--- src/rtl/sr_latch_exerciser_if.sv ---
// Bus between the SR-latch exerciser and its surroundings: run control and
// status toward the host, and s/r/q/qbar toward the latch under test.
interface sr_latch_exerciser_if #(
  parameter int CNT_W = 8
);
  logic             start;
  logic             q;
  logic             qbar;
  logic             s;
  logic             r;
  logic             busy;
  logic             done;
  logic [3:0]       step_idx;
  logic [CNT_W-1:0] pass_cnt;
  logic [CNT_W-1:0] err_cnt;
  logic [CNT_W-1:0] skip_cnt;

  modport master (
    output start, q, qbar,
    input  s, r, busy, done, step_idx, pass_cnt, err_cnt, skip_cnt
  );

  modport slave (
    input  start, q, qbar,
    output s, r, busy, done, step_idx, pass_cnt, err_cnt, skip_cnt
  );
endinterface

--- src/rtl/sr_latch_exerciser.sv ---
// SR latch self-test engine: walks an 11-step s/r pattern REPEAT times,
// samples the latch outputs through a 2-flop synchronizer and tallies
// pass/error/skip results against the expected latch behaviour.
module sr_latch_exerciser #(
  parameter int HOLD_CYCLES = 10,
  parameter int REPEAT      = 20,
  parameter int CNT_W       = 8
) (
  input  logic                clock,
  input  logic                resetn,
  sr_latch_exerciser_if.slave bus
);
  localparam int HW = $clog2(HOLD_CYCLES);
  localparam int PW = $clog2(REPEAT + 1);
  localparam logic [HW-1:0] HOLD_LAST = HW'(HOLD_CYCLES - 1);
  localparam logic [PW-1:0] PASS_LAST = PW'(REPEAT - 1);

  typedef enum logic [1:0] {IDLE, INIT, STEP, DONE} state_t;

  state_t           state;
  logic [HW-1:0]    hold_cnt;
  logic [PW-1:0]    pass_num;
  logic [3:0]       step_idx;
  logic             s_q, r_q, busy_q, done_q;
  logic [CNT_W-1:0] pass_cnt, err_cnt, skip_cnt;
  logic             exp_q, exp_qb, exp_vld, prev_11;
  logic [1:0]       q_sync, qb_sync;
  logic             hold_last, last_step, last_pass, match;
  logic [3:0]       nxt_idx;
  logic [1:0]       nxt_sr;

  // Step pattern as {s,r}
  function automatic logic [1:0] pat(input logic [3:0] i);
    case (i)
      4'd0:    pat = 2'b01;
      4'd1:    pat = 2'b10;
      4'd3:    pat = 2'b11;
      4'd9:    pat = 2'b01;
      4'd10:   pat = 2'b10;
      default: pat = 2'b00;
    endcase
  endfunction

  function automatic logic [CNT_W-1:0] sat_inc(input logic [CNT_W-1:0] v);
    return (&v) ? v : v + 1'b1;
  endfunction

  assign hold_last = (hold_cnt == HOLD_LAST);
  assign last_step = (step_idx == 4'd10);
  assign last_pass = (pass_num == PASS_LAST);
  assign match     = (q_sync[1] == exp_q) && (qb_sync[1] == exp_qb);

  // Next step index and drive; INIT and the end of step 10 both lead to step 0
  always_comb begin
    nxt_idx = '0;
    if (state == STEP && !last_step) nxt_idx = step_idx + 4'd1;
    nxt_sr = pat(nxt_idx);
  end

  // Two-flop synchronizer for the asynchronous latch outputs
  always_ff @(posedge clock or negedge resetn) begin
    if (!resetn) begin
      q_sync  <= '0;
      qb_sync <= '0;
    end else begin
      q_sync  <= {q_sync[0], bus.q};
      qb_sync <= {qb_sync[0], bus.qbar};
    end
  end

  // Run sequencer: step timing, drive pattern, expectation model and tallies
  always_ff @(posedge clock or negedge resetn) begin
    if (!resetn) begin
      state    <= IDLE;
      hold_cnt <= '0;
      pass_num <= '0;
      step_idx <= '0;
      s_q      <= 1'b0;
      r_q      <= 1'b0;
      busy_q   <= 1'b0;
      done_q   <= 1'b0;
      pass_cnt <= '0;
      err_cnt  <= '0;
      skip_cnt <= '0;
      exp_q    <= 1'b0;
      exp_qb   <= 1'b0;
      exp_vld  <= 1'b0;
      prev_11  <= 1'b0;
    end else begin
      case (state)
        IDLE, DONE: if (bus.start) begin
          state    <= INIT;
          busy_q   <= 1'b1;
          done_q   <= 1'b0;
          pass_cnt <= '0;
          err_cnt  <= '0;
          skip_cnt <= '0;
          hold_cnt <= '0;
          pass_num <= '0;
          step_idx <= '0;
          s_q      <= 1'b0;
          r_q      <= 1'b0;
          exp_vld  <= 1'b0;
          prev_11  <= 1'b0;
        end
        INIT, STEP: begin
          hold_cnt <= hold_last ? '0 : hold_cnt + 1'b1;
          if (hold_last) begin
            // Last cycle of a step: exactly one tally moves
            if (state == STEP) begin
              if (!exp_vld)   skip_cnt <= sat_inc(skip_cnt);
              else if (match) pass_cnt <= sat_inc(pass_cnt);
              else            err_cnt  <= sat_inc(err_cnt);
            end
            if (state == STEP && last_step && last_pass) begin
              state    <= DONE;
              busy_q   <= 1'b0;
              done_q   <= 1'b1;
              step_idx <= '0;
              s_q      <= 1'b0;
              r_q      <= 1'b0;
            end else begin
              state      <= STEP;
              step_idx   <= nxt_idx;
              {s_q, r_q} <= nxt_sr;
              if (state == STEP && last_step) pass_num <= pass_num + 1'b1;
              // 00 keeps the old expectation only if it came from 01/10
              case (nxt_sr)
                2'b01:   {exp_q, exp_qb, exp_vld} <= 3'b011;
                2'b10:   {exp_q, exp_qb, exp_vld} <= 3'b101;
                2'b11:   {exp_q, exp_qb, exp_vld} <= 3'b001;
                default: exp_vld <= exp_vld & ~prev_11;
              endcase
              prev_11 <= &nxt_sr;
            end
          end
        end
      endcase
    end
  end

  assign bus.s        = s_q;
  assign bus.r        = r_q;
  assign bus.busy     = busy_q;
  assign bus.done     = done_q;
  assign bus.step_idx = step_idx;
  assign bus.pass_cnt = pass_cnt;
  assign bus.err_cnt  = err_cnt;
  assign bus.skip_cnt = skip_cnt;
endmodule

--- src/flat_wrapper.sv ---
// flat-port wrapper written by rule: the top's interface ports become plain ports
module sr_latch_exerciser_flat 
#(
  parameter int HOLD_CYCLES = 10,
  parameter int REPEAT      = 20,
  parameter int CNT_W       = 8
)
  (clock, resetn, bus_start, bus_q, bus_qbar, bus_s, bus_r, bus_busy, bus_done, bus_step_idx, bus_pass_cnt, bus_err_cnt, bus_skip_cnt);
  sr_latch_exerciser_if #(.CNT_W(CNT_W)) bus_i ();
  input  logic clock;
  input  logic resetn;
  input wire logic [$bits(bus_i.start)-1:0] bus_start;
  input wire logic [$bits(bus_i.q)-1:0] bus_q;
  input wire logic [$bits(bus_i.qbar)-1:0] bus_qbar;
  output wire logic [$bits(bus_i.s)-1:0] bus_s;
  output wire logic [$bits(bus_i.r)-1:0] bus_r;
  output wire logic [$bits(bus_i.busy)-1:0] bus_busy;
  output wire logic [$bits(bus_i.done)-1:0] bus_done;
  output wire logic [$bits(bus_i.step_idx)-1:0] bus_step_idx;
  output wire logic [$bits(bus_i.pass_cnt)-1:0] bus_pass_cnt;
  output wire logic [$bits(bus_i.err_cnt)-1:0] bus_err_cnt;
  output wire logic [$bits(bus_i.skip_cnt)-1:0] bus_skip_cnt;
  assign bus_i.start = bus_start;
  assign bus_i.q = bus_q;
  assign bus_i.qbar = bus_qbar;
  assign bus_s = bus_i.s;
  assign bus_r = bus_i.r;
  assign bus_busy = bus_i.busy;
  assign bus_done = bus_i.done;
  assign bus_step_idx = bus_i.step_idx;
  assign bus_pass_cnt = bus_i.pass_cnt;
  assign bus_err_cnt = bus_i.err_cnt;
  assign bus_skip_cnt = bus_i.skip_cnt;
  sr_latch_exerciser #(.HOLD_CYCLES(HOLD_CYCLES), .REPEAT(REPEAT), .CNT_W(CNT_W)) u_core (.clock(clock), .resetn(resetn), .bus(bus_i));
endmodule
--- config.mk ---
export PLATFORM = sky130hd
export DESIGN_NAME = sr_latch_exerciser_flat
export DESIGN_NICKNAME = d
export VERILOG_FILES = /design/src/rtl/sr_latch_exerciser_if.sv /design/src/rtl/sr_latch_exerciser.sv /design/src/flat_wrapper.sv
export SDC_FILE = /design/constraint.sdc
export NUM_CORES = 1
export LEC_CHECK = 0
export ABC_AREA = 1
export CAP_MARGIN = 20
export CORE_MARGIN = 2
export CORE_UTILIZATION = 59
export DETAILED_ROUTE_END_ITERATION = 12
export GPL_TIMING_DRIVEN = 0
export PLACE_DENSITY_LB_ADDON = 0.25
export SKIP_CTS_REPAIR_TIMING = 1
export SYNTH_ARGS = -nofsm -noshare
export SYNTH_HDL_FRONTEND = slang
export SYNTH_SLANG_ARGS = --single-unit
--- constraint.sdc ---
create_clock -name clock -period 5.9 [get_ports clock]
set_clock_uncertainty 0.15 [all_clocks]
set_input_delay 1.77 -clock clock [delete_from_list [all_inputs] [get_ports clock]]
set_output_delay 1.77 -clock clock [all_outputs]
set_load 0.02 [all_outputs]
==> run_results.csv <==
group,metric,value,unit
synth,synth-xor-area-share,5.97,%
clock_network,clock_path_buffers,2,
timing,maxSlewViolCount,0,
run,maxCapViolCount,0,
setup_path,path_class,"reg2out",
setup_path,timing.rr.start,"u_core.state[0]$_DFFE_PN0P_",
setup_path,crit_chain,"clkdlybuf4s50_1",
route,drc,0,
timing,grt_setup_unrepaired,"no",
power_and_ir_drop,total_power,1.14,mW
global_route,grtUsageMet1,29.8,%
power_and_ir_drop,power_leakage,1.57,nW
synth,synthAdderAreaFrac,4.49,%
floorplan,start_util,60.2,%
floorplan,dieArea,0.00529,mm2
finish,syn_to_final_growth,18.5,%
clock_network,clock-sinks,51,
clock_network,clock_latency,0.29,ns
synth,yosys-top-cells-area,"dfrtp_1 (46%), nand2_1 (15%), nand3_1 (5.0%), ha_1 (4.5%), xor2_1 (4.4%)",
setup_path,end_kind,"primary output",
global_route,grtUsageMet2,40.9,%
setup_path,cpPeakStageDelay,0.64,ns
timing,worst_pin_slew,0.518,ns
global_route,grt_pass1_vias,2265,
global_route,grt_use_total,23.1,%
synth,synth_ff_type,"dfrtp_1",
setup_path,worst_r2r_path_depth,9,
timing,final.setup.tns,0,ns
setup_path,cp.required,3.98,ns
global_route,use_met3,4.14,%
timing,timing.fmax,0.301,GHz
hold_path,min-delay-start,"u_core.q_sync[0]$_DFF_PN0_",
synth,ys_types,29,
route,via_count,2400,
clock_network,htreeDepth,2,
route,first_iter_violations,125,
route,wl_per_cell,12.6,um
floorplan,die_h,72.7,um
route,routed_wl,5640,um
synth,synth_edf_count,0,
synth,yosysTopAreaCell,"dfrtp_1",
route,avgViaCountPerCell,5.37,
floorplan,core,0.00463,mm2
global_route,antenna_found_initial,0,
clock_network,cts_root_buf,"clkbuf_8",
hold_path,hold_class,"reg2reg",
timing,hold_viol,0,
synth,synth_top_family_by_area,"simple AND/OR/NAND/NOR gates",
global_route,grt_first_pass_wirelength,9760,um
synth,yosysSeqAreaShare,45.8,%
route,dr.pass1.iters,4,
synth,yosysTopAreaCellShare,45.8,%
synth,syn_inst,350,
route,drtAntennaViolNets,0,
setup_path,start_kind,"flip-flop",
synth,avgSynthCellArea,7.96,um2
synth,synth_most_common_cell,"nand2_1",
placed_design,place.gp.congestion,0.899,
status,status,"complete, no violations",
clock_network,path_clk_slew,0.08,ns
synth,synthArstFlopShare,100,%
setup_path,r2r_slack,3.65,ns
setup_path,rr_endpoint,"u_core.bus.err_cnt[6]$_DFFE_PN0P_",
timing,slew_headroom,65.5,%
global_route,grt_max_degree,41,
placed_design,io_buffers,36,
floorplan,die_w,72.7,um
finish,fillCellCount,365,
power_and_ir_drop,power.density,344,mW/mm2
setup_path,crit_arrival,1.40,ns
floorplan,rows,25,
clock_network,cts_tree,"done",
finish,fin_nets,409,
timing,period_needed,3.32,ns
synth,synth_compound_area_share,7.59,%
clock_network,numCtsBuffers,5,
timing,fin_crit_sh,56.3,%
setup_path,crit_buf_inv,1,
placed_design,dp_hpwl,4210,um
finish,n_antenna_cell,0,
synth,ys_ff_latch,51,
timing,final-setup-viol-count,0,
synth,syn_nets,365,
power_and_ir_drop,ir_worst_vdd,0.000186,V
hold_path,holdPathStages,0,
synth,muxShareOfSynthArea,0,%
synth,syn_area,0.00279,mm2
global_route,grt_busiest_layer,"met2",
global_route,grt.overflow.total,0,
synth,synthTopCellsByCount,"nand2_1 (110), dfrtp_1 (51), nor2_1 (32)",
floorplan,pin_count,37,
synth,yosysWarnings,0,
setup_path,critPathTopFamily,"buffers and inverters",
hold_path,hold_path_end,"u_core.q_sync[1]$_DFF_PN0_",
finish,drive_above_1_share,7.38,%
setup_path,cp_max_fo,7,
synth,synth-simple-area-share,30.1,%
setup_path,cp_slowest_cell,"clkdlybuf4s50_1",
==> area by class of cell <==
cell class	instances	area, um2	area share, %
multi-input combinational	258	1340	40.6
sequential	51	1280	38.6
timing repair buffer	37	375	11.4
inverter	36	135	4.09
clock buffer	6	72.6	2.20
tap	54	67.6	2.05
buffer	5	33.8	1.02
==> cell families after synthesis <==
group	Yosys count
simple gates	193
flops	51
buf+inv	41
compound gates	36
xor+xnor	19
fa+ha+maj	10
==> worst max-delay path by stage <==
stage | cells after the start | start | slack [ns] | end
2_1_floorplan | 10 | bus_start | 3.13 | u_core.bus.err_cnt[2]$_DFFE_PN0P_
3_3_place_gp | 1 | resetn | 1.39 | u_core.bus.skip_cnt[4]$_DFFE_PN0P_
3_5_place_dp | 9 | bus_start | 2.43 | u_core.bus.skip_cnt[6]$_DFFE_PN0P_
4_1_cts | 1 | u_core.bus.err_cnt[2]$_DFFE_PN0P_ | 2.57 | bus_err_cnt[2]
5_1_grt | 1 | u_core.bus.err_cnt[2]$_DFFE_PN0P_ | 2.52 | bus_err_cnt[2]
6_report | 1 | u_core.bus.err_cnt[2]$_DFFE_PN0P_ | 2.58 | bus_err_cnt[2]
==> sequential cells by signal (all words and copies together), names as in the netlist <==
signal and flops:
u_core.bus.err_cnt 8, u_core.bus.pass_cnt 8, u_core.bus.skip_cnt 8, u_core.pass_num 5, u_core.bus.step_idx 4, u_core.hold_cnt 4
u_core.q_sync 2, u_core.qb_sync 2, u_core.state 2, u_core.bus.busy 1, u_core.bus.done 1, u_core.bus.r 1
u_core.bus.s 1, u_core.exp_q 1, u_core.exp_qb 1, u_core.exp_vld 1, u_core.prev_11 1
==> per-layer routing <==
metal | vias up | wire length [um]
li1 | 1200 | -
met4 | 0 | 36
met1 | 1151 | 2570
met5 | - | 0
met3 | 5 | 233
met2 | 44 | 2800
==> power by group <==
| group | internal, mW | total (mW) | switching, mW |
|---|---|---|---|
| registers | 0.408 | 0.471 | 0.0630 |
| logic | 0.178 | 0.485 | 0.306 |
| clock network | 0.0793 | 0.182 | 0.102 |
| total | 0.666 | 1.14 | 0.472 |
==> placed cells by master (no fill, tap or decap), drive strengths merged <==
cell / synthesis / layout
nand2: 112 / 112
dfrtp: 51 / 51
inv: 36 / 36
clkdlybuf4s50: 0 / 35
nor2: 35 / 35
nand3: 29 / 29
o21ai: 22 / 22
xor2: 14 / 14
ha: 10 / 10
clkbuf: 3 / 9
nand4: 8 / 8
a21oi: 6 / 6
or2: 6 / 6
xnor2: 5 / 5
o22ai: 4 / 4
buf: 2 / 4
nor3: 2 / 2
o211ai: 1 / 1
a22oi: 1 / 1
o21a: 1 / 1
a211oi: 1 / 1
nor3b: 1 / 1
==> through the flow <==
step	setup slack, ns	hold WS (ns)	util (%)	area, um2	cells
6_report	2.58	0.205	71.4	3300	447
3_3_place_gp	1.39	0.183	69.5	3220	440
3_5_place_dp	2.43	0.192	69.8	3230	441
5_1_grt	2.52	0.216	71.4	3300	447
2_1_floorplan	3.13	0.181	-	2790	350
4_1_cts	2.57	0.211	71.4	3300	447
Power figures use the tool's default switching activity.
